$ cat config.mk
export PLATFORM = sky130hd
export DESIGN_NAME = plic_target
export DESIGN_NICKNAME = d
export VERILOG_FILES = /design/src/rtl/plic_pkg.sv /design/src/rtl/plic_prio_arb.sv /design/src/rtl/plic_target.sv
export SDC_FILE = /design/constraint.sdc
export NUM_CORES = 1
export LEC_CHECK = 0
export CAP_MARGIN = 10
export CORE_ASPECT_RATIO = 0.9
export CORE_MARGIN = 4
export CORE_UTILIZATION = 50
export DETAILED_ROUTE_END_ITERATION = 8
export PLACE_DENSITY_LB_ADDON = 0.12
export SYNTH_ARGS = -nofsm -noshare
export SYNTH_HDL_FRONTEND = slang
export SYNTH_HIERARCHICAL = 1
export SYNTH_SLANG_ARGS = --single-unit
$ cat constraint.sdc
create_clock -name clk -period 17.1 [get_ports clk]
set_input_delay 5.13 -clock clk [delete_from_list [all_inputs] [get_ports clk]]
set_output_delay 5.13 -clock clk [all_outputs]
set_load 0.01 [all_outputs]
$ cat src/rtl/plic_pkg.sv
// Shared constants for the PLIC target: register word addresses,
// default source count / priority width, and the source-ID width helper.
// No ports; imported by plic_prio_arb and plic_target.
package plic_pkg;

  localparam int PLIC_N_SRC  = 8;
  localparam int PLIC_PRIO_W = 3;

  // Word addresses on the register bus.
  localparam logic [7:0] PLIC_PRIO_BASE = 8'h01; // prio[id] at PLIC_PRIO_BASE + id - 1
  localparam logic [7:0] PLIC_ENABLE    = 8'h20;
  localparam logic [7:0] PLIC_THRESH    = 8'h21;
  localparam logic [7:0] PLIC_CLAIM     = 8'h22;
  localparam logic [7:0] PLIC_PENDING   = 8'h23;

  // IDs run 0..n, with 0 meaning "no interrupt".
  function automatic int plic_id_width(input int n);
    return $clog2(n + 1);
  endfunction

  localparam int PLIC_ID_W = plic_id_width(PLIC_N_SRC);

endpackage

$ cat src/rtl/plic_prio_arb.sv
// Combinational max-priority selector: picks the eligible source with the
// highest priority, ties resolved toward the lowest ID; ID 0 when none eligible.
// Ports: eligible_i (per source), prio_i (flattened priorities), winner_id_o, winner_prio_o.
module plic_prio_arb
  import plic_pkg::*;
#(
  parameter int N_SRC  = PLIC_N_SRC,
  parameter int PRIO_W = PLIC_PRIO_W,
  parameter int ID_W   = plic_id_width(N_SRC)
) (
  input  logic [N_SRC-1:0]        eligible_i,
  input  logic [N_SRC*PRIO_W-1:0] prio_i,
  output logic [ID_W-1:0]         winner_id_o,
  output logic [PRIO_W-1:0]       winner_prio_o
);

  logic found;

  // Ascending scan with a strict '>' keeps the lowest ID on equal priority.
  always_comb begin
    found         = 1'b0;
    winner_id_o   = '0;
    winner_prio_o = '0;
    for (int k = 0; k < N_SRC; k++) begin
      if (eligible_i[k] && (!found || (prio_i[k*PRIO_W +: PRIO_W] > winner_prio_o))) begin
        found         = 1'b1;
        winner_id_o   = ID_W'(k + 1);
        winner_prio_o = prio_i[k*PRIO_W +: PRIO_W];
      end
    end
  end

endmodule

$ cat src/rtl/plic_target.sv
// Single-target PLIC stage: priority/enable/threshold filtering of gateway
// requests, registered irq_o, and claim/complete over a word-addressed bus.
// Ports: src_req_i/req_complete_o (gateways), bus_* (register bus), irq_o (core).
module plic_target
  import plic_pkg::*;
#(
  parameter int N_SRC  = PLIC_N_SRC,
  parameter int PRIO_W = PLIC_PRIO_W
) (
  input  logic              clk,
  input  logic              rst_n,
  input  logic [N_SRC-1:0]  src_req_i,
  output logic [N_SRC-1:0]  req_complete_o,
  input  logic [7:0]        bus_addr_i,
  input  logic              bus_we_i,
  input  logic              bus_re_i,
  input  logic [31:0]       bus_wdata_i,
  output logic [31:0]       bus_rdata_o,
  output logic              bus_rvalid_o,
  output logic              irq_o
);

  localparam int ID_W = plic_id_width(N_SRC);

  logic [N_SRC*PRIO_W-1:0] prio_q, prio_d;
  logic [N_SRC-1:0]        enable_q, enable_d;
  logic [PRIO_W-1:0]       thresh_q, thresh_d;
  logic [N_SRC-1:0]        in_service_q, in_service_d;
  logic [N_SRC-1:0]        req_complete_q, req_complete_d;
  logic [31:0]             rdata_q, rdata_d;
  logic                    rvalid_q;
  logic                    irq_q, irq_d;

  logic [N_SRC-1:0]        pending, eligible;
  logic [N_SRC-1:0]        claim_oh, cmpl_oh;
  logic [ID_W-1:0]         winner_id;
  logic [PRIO_W-1:0]       winner_prio;
  logic                    claim_rd, cmpl_wr;

  assign pending  = src_req_i & ~in_service_q;
  assign claim_rd = bus_re_i && (bus_addr_i == PLIC_CLAIM);
  assign cmpl_wr  = bus_we_i && (bus_addr_i == PLIC_CLAIM);

  always_comb begin
    eligible = '0;
    for (int k = 0; k < N_SRC; k++) begin
      eligible[k] = pending[k] && enable_q[k] && (prio_q[k*PRIO_W +: PRIO_W] > thresh_q);
    end
  end

  plic_prio_arb #(
    .N_SRC  (N_SRC),
    .PRIO_W (PRIO_W),
    .ID_W   (ID_W)
  ) u_arb (
    .eligible_i    (eligible),
    .prio_i        (prio_q),
    .winner_id_o   (winner_id),
    .winner_prio_o (winner_prio)
  );

  // One-hot forms of the claimed and completed IDs. Matching the full 32-bit
  // write data against each valid ID rejects 0 and out-of-range IDs for free.
  always_comb begin
    claim_oh = '0;
    cmpl_oh  = '0;
    for (int k = 0; k < N_SRC; k++) begin
      claim_oh[k] = claim_rd && (winner_id == ID_W'(k + 1));
      cmpl_oh[k]  = cmpl_wr && (bus_wdata_i == 32'(k + 1)) && in_service_q[k];
    end
  end

  // Claim and complete never coincide (read/write strobes are exclusive).
  assign in_service_d   = (in_service_q | claim_oh) & ~cmpl_oh;
  assign req_complete_d = cmpl_oh;

  // The arbiter only reports eligible winners, whose priority is above
  // threshold and therefore non-zero.
  assign irq_d = (winner_id != '0) && (winner_prio != '0);

  // Configuration writes; bits above each field width are dropped.
  always_comb begin
    prio_d   = prio_q;
    enable_d = enable_q;
    thresh_d = thresh_q;
    if (bus_we_i) begin
      for (int k = 0; k < N_SRC; k++) begin
        if (bus_addr_i == PLIC_PRIO_BASE + 8'(k)) begin
          prio_d[k*PRIO_W +: PRIO_W] = bus_wdata_i[PRIO_W-1:0];
        end
      end
      if (bus_addr_i == PLIC_ENABLE) enable_d = bus_wdata_i[N_SRC-1:0];
      if (bus_addr_i == PLIC_THRESH) thresh_d = bus_wdata_i[PRIO_W-1:0];
    end
  end

  // Read mux; unmapped addresses return 0.
  always_comb begin
    rdata_d = '0;
    for (int k = 0; k < N_SRC; k++) begin
      if (bus_addr_i == PLIC_PRIO_BASE + 8'(k)) begin
        rdata_d[PRIO_W-1:0] = prio_q[k*PRIO_W +: PRIO_W];
      end
    end
    case (bus_addr_i)
      PLIC_ENABLE:  rdata_d[N_SRC-1:0]  = enable_q;
      PLIC_THRESH:  rdata_d[PRIO_W-1:0] = thresh_q;
      PLIC_CLAIM:   rdata_d[ID_W-1:0]   = winner_id;
      PLIC_PENDING: rdata_d[N_SRC-1:0]  = pending;
      default: ;
    endcase
  end

  always_ff @(posedge clk or negedge rst_n) begin
    if (!rst_n) begin
      prio_q         <= '0;
      enable_q       <= '0;
      thresh_q       <= '0;
      in_service_q   <= '0;
      req_complete_q <= '0;
      rdata_q        <= '0;
      rvalid_q       <= 1'b0;
      irq_q          <= 1'b0;
    end else begin
      prio_q         <= prio_d;
      enable_q       <= enable_d;
      thresh_q       <= thresh_d;
      in_service_q   <= in_service_d;
      req_complete_q <= req_complete_d;
      rvalid_q       <= bus_re_i;
      irq_q          <= irq_d;
      if (bus_re_i) rdata_q <= rdata_d;
    end
  end

  assign req_complete_o = req_complete_q;
  assign bus_rdata_o    = rdata_q;
  assign bus_rvalid_o   = rvalid_q;
  assign irq_o          = irq_q;

endmodule
==> results of run 1 <==
[final cells by class]
type / count / area [sq um]
repair buffers: 75 / 731
well taps: 122 / 153
clock buffers: 12 / 145
fillers: 824 / 3530
flip-flops and latches: 61 / 1530
inverters: 39 / 146
clock inverters: 4 / 95.1
multi-input cells: 408 / 2960
[layout by cell type (no fill, tap or decap), types with 3 or more instances in the layout]
cell	Yosys	final
sky130_fd_sc_hd__dfrtp_1	61	61
sky130_fd_sc_hd__a21oi_1	20	20
sky130_fd_sc_hd__a22o_1	6	6
sky130_fd_sc_hd__nor3_1	12	12
sky130_fd_sc_hd__a311oi_1	9	8
sky130_fd_sc_hd__nor2b_1	16	16
sky130_fd_sc_hd__o21ai_0	27	26
sky130_fd_sc_hd__bufinv_16	0	3
sky130_fd_sc_hd__buf_4	25	6
sky130_fd_sc_hd__and3_1	8	8
sky130_fd_sc_hd__and2_1	10	10
sky130_fd_sc_hd__nand2_1	45	45
sky130_fd_sc_hd__mux4_2	3	3
sky130_fd_sc_hd__a21o_1	12	12
sky130_fd_sc_hd__o31ai_1	3	3
sky130_fd_sc_hd__mux2_2	26	26
sky130_fd_sc_hd__a32oi_1	4	4
sky130_fd_sc_hd__inv_1	39	39
sky130_fd_sc_hd__a41oi_1	6	6
sky130_fd_sc_hd__ha_1	45	45
sky130_fd_sc_hd__clkbuf_8	6	10
sky130_fd_sc_hd__nand3b_1	7	7
sky130_fd_sc_hd__clkdlybuf4s50_1	0	68
sky130_fd_sc_hd__and3b_1	4	4
sky130_fd_sc_hd__conb_1	1	24
sky130_fd_sc_hd__nor2_1	26	26
sky130_fd_sc_hd__o211ai_1	9	9
sky130_fd_sc_hd__o21a_1	6	6
sky130_fd_sc_hd__a31oi_1	6	5
sky130_fd_sc_hd__or4_1	3	3
sky130_fd_sc_hd__nand3_1	20	20
sky130_fd_sc_hd__nor4_1	10	10
[through the flow]
| step | std cells | hold WS, ps |
|---|---|---|
| floorplan | 547 | 463 |
| global placement | 705 | 488 |
| finish | 721 | 516 |
| global route | 721 | 546 |
| detailed placement | 705 | 510 |
| CTS | 721 | 518 |
[sequential cells by signal, summed over array words and instances (netlist names)]
signal / cells
thresh_q: 3
req_complete_o: 8
in_service_q: 8
irq_o: 1
bus_rdata_o: 8
enable_q: 8
prio_q: 24
bus_rvalid_o: 1
[per-layer routing]
metal | up-vias | GRT usage [%] | part of all wire [%]
met5 | - | 0 | 0
met3 | 17 | 4.84 | 9.1
met1 | 2076 | 33.5 | 43
met4 | 0 | 5.52 | 1.4
li1 | 2035 | - | -
met2 | 216 | 38.3 | 47
[how the worst max path moves through the flow]
stage / startpoint / end / slack [ps] / cells past startpoint
floorplan: src_req_i[0] / in_service_q[2]$_DFF_PN0_ / 2210 / 48
global placement: src_req_i[0] / in_service_q[2]$_DFF_PN0_ / 900 / 49
detailed placement: src_req_i[0] / in_service_q[2]$_DFF_PN0_ / 460 / 50
CTS: src_req_i[0] / in_service_q[2]$_DFF_PN0_ / 800 / 50
global route: src_req_i[0] / in_service_q[2]$_DFF_PN0_ / 130 / 49
finish: src_req_i[0] / in_service_q[7]$_DFF_PN0_ / 1020 / 50
[cell usage after synthesis (3+ instances only)]
library cell	number
sky130_fd_sc_hd__clkbuf_8	6
sky130_fd_sc_hd__nor2_1	26
sky130_fd_sc_hd__nor2b_1	16
sky130_fd_sc_hd__dfrtp_1	61
sky130_fd_sc_hd__a41oi_1	6
sky130_fd_sc_hd__mux2_2	26
sky130_fd_sc_hd__ha_1	45
sky130_fd_sc_hd__a21oi_1	20
sky130_fd_sc_hd__and3b_1	4
sky130_fd_sc_hd__a21o_1	12
sky130_fd_sc_hd__and3_1	8
sky130_fd_sc_hd__nand3_1	20
sky130_fd_sc_hd__o211ai_1	9
sky130_fd_sc_hd__mux4_2	3
sky130_fd_sc_hd__and2_1	10
sky130_fd_sc_hd__o21a_1	6
sky130_fd_sc_hd__or4_1	3
sky130_fd_sc_hd__inv_1	39
sky130_fd_sc_hd__a22o_1	6
sky130_fd_sc_hd__a32oi_1	4
sky130_fd_sc_hd__o21ai_0	27
sky130_fd_sc_hd__clkbuf_1	5
sky130_fd_sc_hd__nor4_1	10
sky130_fd_sc_hd__nand2_1	45
sky130_fd_sc_hd__a311oi_1	9
sky130_fd_sc_hd__a31oi_1	6
sky130_fd_sc_hd__o31ai_1	3
sky130_fd_sc_hd__nor3_1	12
sky130_fd_sc_hd__nand3b_1	7
sky130_fd_sc_hd__buf_4	25
[timing repair]
item | CTS | global route
resized for setup | 0 | 3
setup endpoints to repair | 0 | 8
hold endpoints to repair | 0 | 0
hold buffers | 0 | 0
[worst max-delay path: cells and delay by family]
kind | cells | cell delay (ps)
and+or+nand+nor | 15 | 2150
AOI/OAI and AO/OA | 23 | 5390
adders and majority gates | 7 | 2130
buffers and inverters | 4 | 1080
muxes | 1 | 400
[power by group]
group / switching, W / internal, W
combinational: 0.0000371 / 0.0000330
clock: 0.0000568 / 0.000101
sequential: 0.00000697 / 0.000149
total: 0.000101 / 0.000283
[cells by family after synthesis]
| kind of cell | count (synthesis) |
|---|---|
| mux | 31 |
| compound gates | 130 |
| other cells | 1 |
| buf+inv | 78 |
| fa+ha+maj | 45 |
| flops | 61 |
| simple gates | 178 |
==> summary.txt, run 1 <==
Logic synthesis
  – Synthesized area per cell: 9.24 sq um
  – Sequential cell area fraction in the yosys report: 31.5%
  – Primary flip-flop cell chosen by synthesis mapping: sky130_fd_sc_hd__dfrtp_1
  – Fraction of the mapped netlist area in adder cells: 11.6%
  – Library cells used by synthesis: 63
  – Number of flip-flops and latches in the synthesized netlist: 61
  – Number of enable-type register cells in the synthesized netlist: 0
  – Simple-gate share of the synthesized area: 20.2%
  – Post-Syn Instances: 524
  – Post-synthesis cell type with the largest combined area: sky130_fd_sc_hd__dfrtp_1
  – Post-synthesis xor/xnor area fraction: 0%
  – Number of synthesis warnings: 6
  – Largest family of logic cells by synthesized area: simple AND/OR/NAND/NOR gates
  – Synth top area cells: sky130_fd_sc_hd__dfrtp_1 32%, sky130_fd_sc_hd__ha_1 12%, sky130_fd_sc_hd__mux2_2 6.0%
  – Share of cell area taken by muxes after synthesis: 8.19%
  – Netlist area before placement: 4840 sq um
  – Area share of the largest cell type after synthesis: 31.5%
  – Area fraction in compound gates after synthesis: 19.0%
  – Async set or reset register ratio after synthesis: 100%

Detailed routing
  – Pre-Repair DR Iteration Count: 6
  – Count of unresolved DRC violations after routing: 0
  – Total Routed Length: 13.7 mm
  – Final antenna-violating net count: 0
  – Number of vias in the routed layout: 4344
  – Routed via count divided by cell count: 6.02
  – Routed len/inst: 18.9 um
  – First DRT Iteration DRCs: 408

Place
  – RePlAce Congestion: 0.866
  – HPWL after detailed placement: 10.7 mm
  – Dpl ws: 455 ps
  – Placed instance area: 5500 sq um
  – Port buffer count: 69

STA
  – Part of the cycle the worst path needs: 94.0%
  – Minimum period implied by the final worst setup slack: 16080 ps
  – Number of pins with negative max-slew slack in the final report: 0
  – Peak Freq: 62.2 MHz
  – Worst Tran Pin Value: 927 ps
  – Minimum setup slack in the final design: 1020 ps
  – Setup total negative slack: 0 ps
  – Final clock skew: 8.30 ps
  – RSZ-0062 raised after global routing: no
  – Setup Viol. Count Final: 0
  – Relative slew slack: 37.8%
  – Hold violation total from the final report: 0

Die
  – Number of standard-cell rows in the floorplan: 33
  – Die span in x: 112 um
  – Core Area: 9290 sq um
  – Die Ht: 101 um
  – Ports: 94
  – Initial core utilization: 52.1%
  – Area enclosed by the die boundary: 11300 sq um

Power and ir drop
  – Post-layout power: 0.000384 W
  – Leakage power summed over all cells: 2.45 nW
  – Pwr per Cell Area: 66.7 nW/um^2
  – Maximum resistive drop on vdd: 37.2 uV

Setup path
  – Most used cell, CP: sky130_fd_sc_hd__ha_1
  – Critical path type: primary input to flip-flop
  – Kind of capture point of the worst setup path: flip-flop
  – Slowest cell on crit path: sky130_fd_sc_hd__a31oi_1
  – R2R setup slack: 5440 ps
  – R2r startpoint: thresh_q[1]$_DFFE_PN0P_
  – Peak fanout along the critical path: 15
  – Critical Path Max Stage Delay: 530 ps
  – Cells on worst reg2reg path: 51
  – End of the worst register-to-register path: in_service_q[7]$_DFF_PN0_
  – Critical path arrival: 16290 ps
  – CP required: 17310 ps
  – Type of origin of the critical path: primary input

GRT
  – Number of antenna violations at the first check in global routing: 0
  – Vias in the first global route: 4196
  – Wire length of the first global-routing pass: 21.5 mm
  – GRT Resource Usage Total: 23.9%
  – Largest net degree at the start of global routing: 62
  – Grt total ovfl: 0

Layout
  – Total non-filler cell area in the finished layout: 5760 sq um
  – Net total in the final layout: 691
  – Number of diodes: 0
  – Fraction of final layout cells with drive strength greater than 1: 11.5%
  – Finished Core Util: 62.0%
  – Area added between synthesis and finish: 18.8%

Clocking
  – Maximum count of clock buffers along a single path: 2
  – Clock-pin slew on the worst setup and hold paths: 60 ps
  – CTS Sinks: 61
  – H-tree lvl count: 3
  – Clock insertion delay at the later pin of the skew report: 350 ps
  – Inserted Clock Buffers: 9
  – Clock tree from TritonCTS: yes
  – Clk root buf: sky130_fd_sc_hd__clkbuf_8
  – Number of buffers inserted to repair setup after CTS: 0

Worst hold path
  – Type of the worst min-delay path: flip-flop to flip-flop
  – Hold wc startpoint: in_service_q[0]$_DFF_PN0_
  – Cells on Worst Hold Path: 1
  – Hold EP: in_service_q[0]$_DFF_PN0_

Run status
  – Result of the run: complete, no violations

Job
  – Max capacitance violation total: 0
Note: power is estimated with default switching activity, not from simulation.
==> run 2: changes to the inputs <==
GPL_ROUTABILITY_DRIVEN = 0   (was unset)
==> summary.txt, run 2 (same netlist as run 1, synthesis figures left out) <==
STA
  – Hold violation total from the final report: 0
  – Final clock skew: 8.01 ps
  – Peak Freq: 62.2 MHz
  – Setup total negative slack: 0 ps
  – Minimum period implied by the final worst setup slack: 16070 ps
  – Part of the cycle the worst path needs: 94.0%
  – Relative slew slack: 39.0%
  – Number of pins with negative max-slew slack in the final report: 0
  – Worst Tran Pin Value: 909 ps
  – RSZ-0062 raised after global routing: no
  – Setup Viol. Count Final: 0

Setup path
  – CP Depth: 50
  – Buffers & Inverters on Critical Path: 4
  – Peak fanout along the critical path: 15
  – Slowest cell on crit path: sky130_fd_sc_hd__a31oi_1
  – R2r startpoint: thresh_q[1]$_DFFE_PN0P_
  – R2R setup slack: 5460 ps
  – Worst path top cell family by delay: compound AO/OA/AOI/OAI gates
  – Cells on worst reg2reg path: 51
  – Most used cell, CP: sky130_fd_sc_hd__ha_1
  – End of the worst register-to-register path: in_service_q[1]$_DFF_PN0_
  – Critical Path Max Stage Delay: 590 ps
  – Kind of capture point of the worst setup path: flip-flop
  – First element of the critical path: src_req_i[0]
  – Critical path endpoint: in_service_q[1]$_DFF_PN0_
  – CP required: 17330 ps
  – Critical path arrival: 16300 ps
  – Type of origin of the critical path: primary input
  – Critical path type: primary input to flip-flop

Die
  – Die Ht: 101 um
  – Number of standard-cell rows in the floorplan: 33
  – Ports: 94
  – Core Area: 9290 sq um
  – Die span in x: 112 um
  – Area enclosed by the die boundary: 11300 sq um
  – Initial core utilization: 52.1%

Clocking
  – Inserted Clock Buffers: 9
  – Clock tree from TritonCTS: yes
  – H-tree lvl count: 3
  – Clock-pin slew on the worst setup and hold paths: 70 ps
  – Clk root buf: sky130_fd_sc_hd__clkbuf_8
  – Total of cells resized after clock tree synthesis: 0
  – CTS Sinks: 61
  – Clock insertion delay at the later pin of the skew report: 350 ps
  – Number of buffers inserted to repair setup after CTS: 0
  – Maximum count of clock buffers along a single path: 2
  – CTS hold repair buffers: 0

Place
  – Port buffer count: 69
  – HPWL after detailed placement: 10.4 mm

Detailed routing
  – Number of vias in the routed layout: 4305
  – First DRT Iteration DRCs: 302
  – Total Routed Length: 13.3 mm
  – Final antenna-violating net count: 0
  – Pre-Repair DR Iteration Count: 5
  – Count of unresolved DRC violations after routing: 0
  – Routed via count divided by cell count: 5.97
  – Routed len/inst: 18.5 um

GRT
  – Grt total ovfl: 0
  – Wire length of the first global-routing pass: 21.3 mm
  – Number of antenna violations at the first check in global routing: 0
  – Largest net degree at the start of global routing: 62
  – Vias in the first global route: 4146
  – GRT Resource Usage Total: 23.5%

Run status
  – Result of the run: complete, no violations

Power and ir drop
  – Internal power component: 0.000242 W
  – Part of the total power dissipated in the clock network: 34.6%
  – Proportion of power drawn by combinational gates: 20.2%
  – Maximum resistive drop on vdd: 46.6 uV
  – Switching power of the nets: 0.000102 W
  – Post-layout power: 0.000345 W
  – Leakage power summed over all cells: 2.42 nW
  – Share of power burned in registers: 45.3%
  – Fraction of power spent switching nets: 29.7%
  – Pwr per Cell Area: 60.5 nW/um^2

Layout
  – Fraction of final layout cells with drive strength greater than 1: 11.7%
  – Most frequent standard cell in the layout excluding fill and tap cells: sky130_fd_sc_hd__clkdlybuf4s50_1
  – Max reg flops: 24
  – Register with the highest flop count: prio_q
  – Net total in the final layout: 691
  – Number of diodes: 0
  – Area added between synthesis and finish: 17.6%
  – Top library cells by usage in the layout, fill and taps aside: 68 x sky130_fd_sc_hd__clkdlybuf4s50_1, 61 x sky130_fd_sc_hd__dfrtp_1, 45 x sky130_fd_sc_hd__nand2_1, 45 x sky130_fd_sc_hd__ha_1, 39 x sky130_fd_sc_hd__inv_1

Job
  – Max capacitance violation total: 0

Worst hold path
  – Type of the worst min-delay path: flip-flop to flip-flop
  – Hold wc startpoint: in_service_q[3]$_DFF_PN0_
## run 2: cell types whose count changed in the layout (fill, tap and decap cells not counted)
cell / delta
sky130_fd_sc_hd__a31oi_1: +1
sky130_fd_sc_hd__a31oi_2: -1
sky130_fd_sc_hd__bufinv_16: -3
sky130_fd_sc_hd__clkbuf_1: -2
sky130_fd_sc_hd__clkbuf_8: +1
sky130_fd_sc_hd__clkinv_2: +1
sky130_fd_sc_hd__clkinv_4: +2
sky130_fd_sc_hd__clkinvlp_4: +1
## run 2: layout make-up
cell class                 instances  area [sq um]
sequential                        61          1530
fill                             796          3590
tap                              122           153
inverter                          39           146
clock inverter                     5          35.0
clock buffer                      11           151
multi-input combinational        408          2950
timing repair buffer              75           731
## run 2: worst min-delay path by stage
stage / depth (start not counted) / end
floorplan: 2 / thresh_q[1]$_DFFE_PN0P_
global placement: 1 / in_service_q[3]$_DFF_PN0_
detailed placement: 1 / in_service_q[3]$_DFF_PN0_
CTS: 1 / in_service_q[3]$_DFF_PN0_
global route: 1 / in_service_q[3]$_DFF_PN0_
finish: 1 / in_service_q[3]$_DFF_PN0_
## run 2: worst register-to-register path, delay by kind of cell (launching register included)
| kind | cells | cell delay [ps] |
|---|---|---|
| AOI/OAI and AO/OA | 24 | 5320 |
| adders and majority gates | 8 | 2510 |
| and+or+nand+nor | 14 | 2090 |
| buffers and inverters | 4 | 820 |
| DFF | 1 | 400 |
| muxes | 1 | 400 |
## run 2: through the flow
step	instance area [sq um]	setup WS, ps	std cells	utilization (%)	hold WS (ps)
floorplan	4930	2210	547	-	463
global placement	5500	997	705	59.2	488
detailed placement	5500	637	705	59.2	493
CTS	5690	956	721	61.2	510
global route	5700	248	721	61.3	535
finish	5700	1030	721	61.3	517
## run 2: power groups by stage
stage	registers [W]	clock network, W	logic [W]
after global routing	0.000156	0.000127	0.0000771
final	0.000156	0.000119	0.0000695
after detailed placement	0.000158	0	0.0000686
after global placement	0.000158	0	0.0000656
after CTS	0.000156	0.000122	0.0000688
after floorplan	0.000156	0	0.0000460
## run 2: routing by layer
metal  track usage (%)  vias to the layer above  wire length, um
li1                  -                     2036                -
met1              32.8                     2039             5870
met2              36.6                      207             6120
met3              5.14                       23             1080
met4              7.95                        0              270
met5                 0                        -                0
==> run 3: changes to the inputs <==
CTS_CLUSTER_SIZE = 28   (was unset)
==> results of run 3 <==
The final DEF is identical to that of run 2; final timing and power are the same.
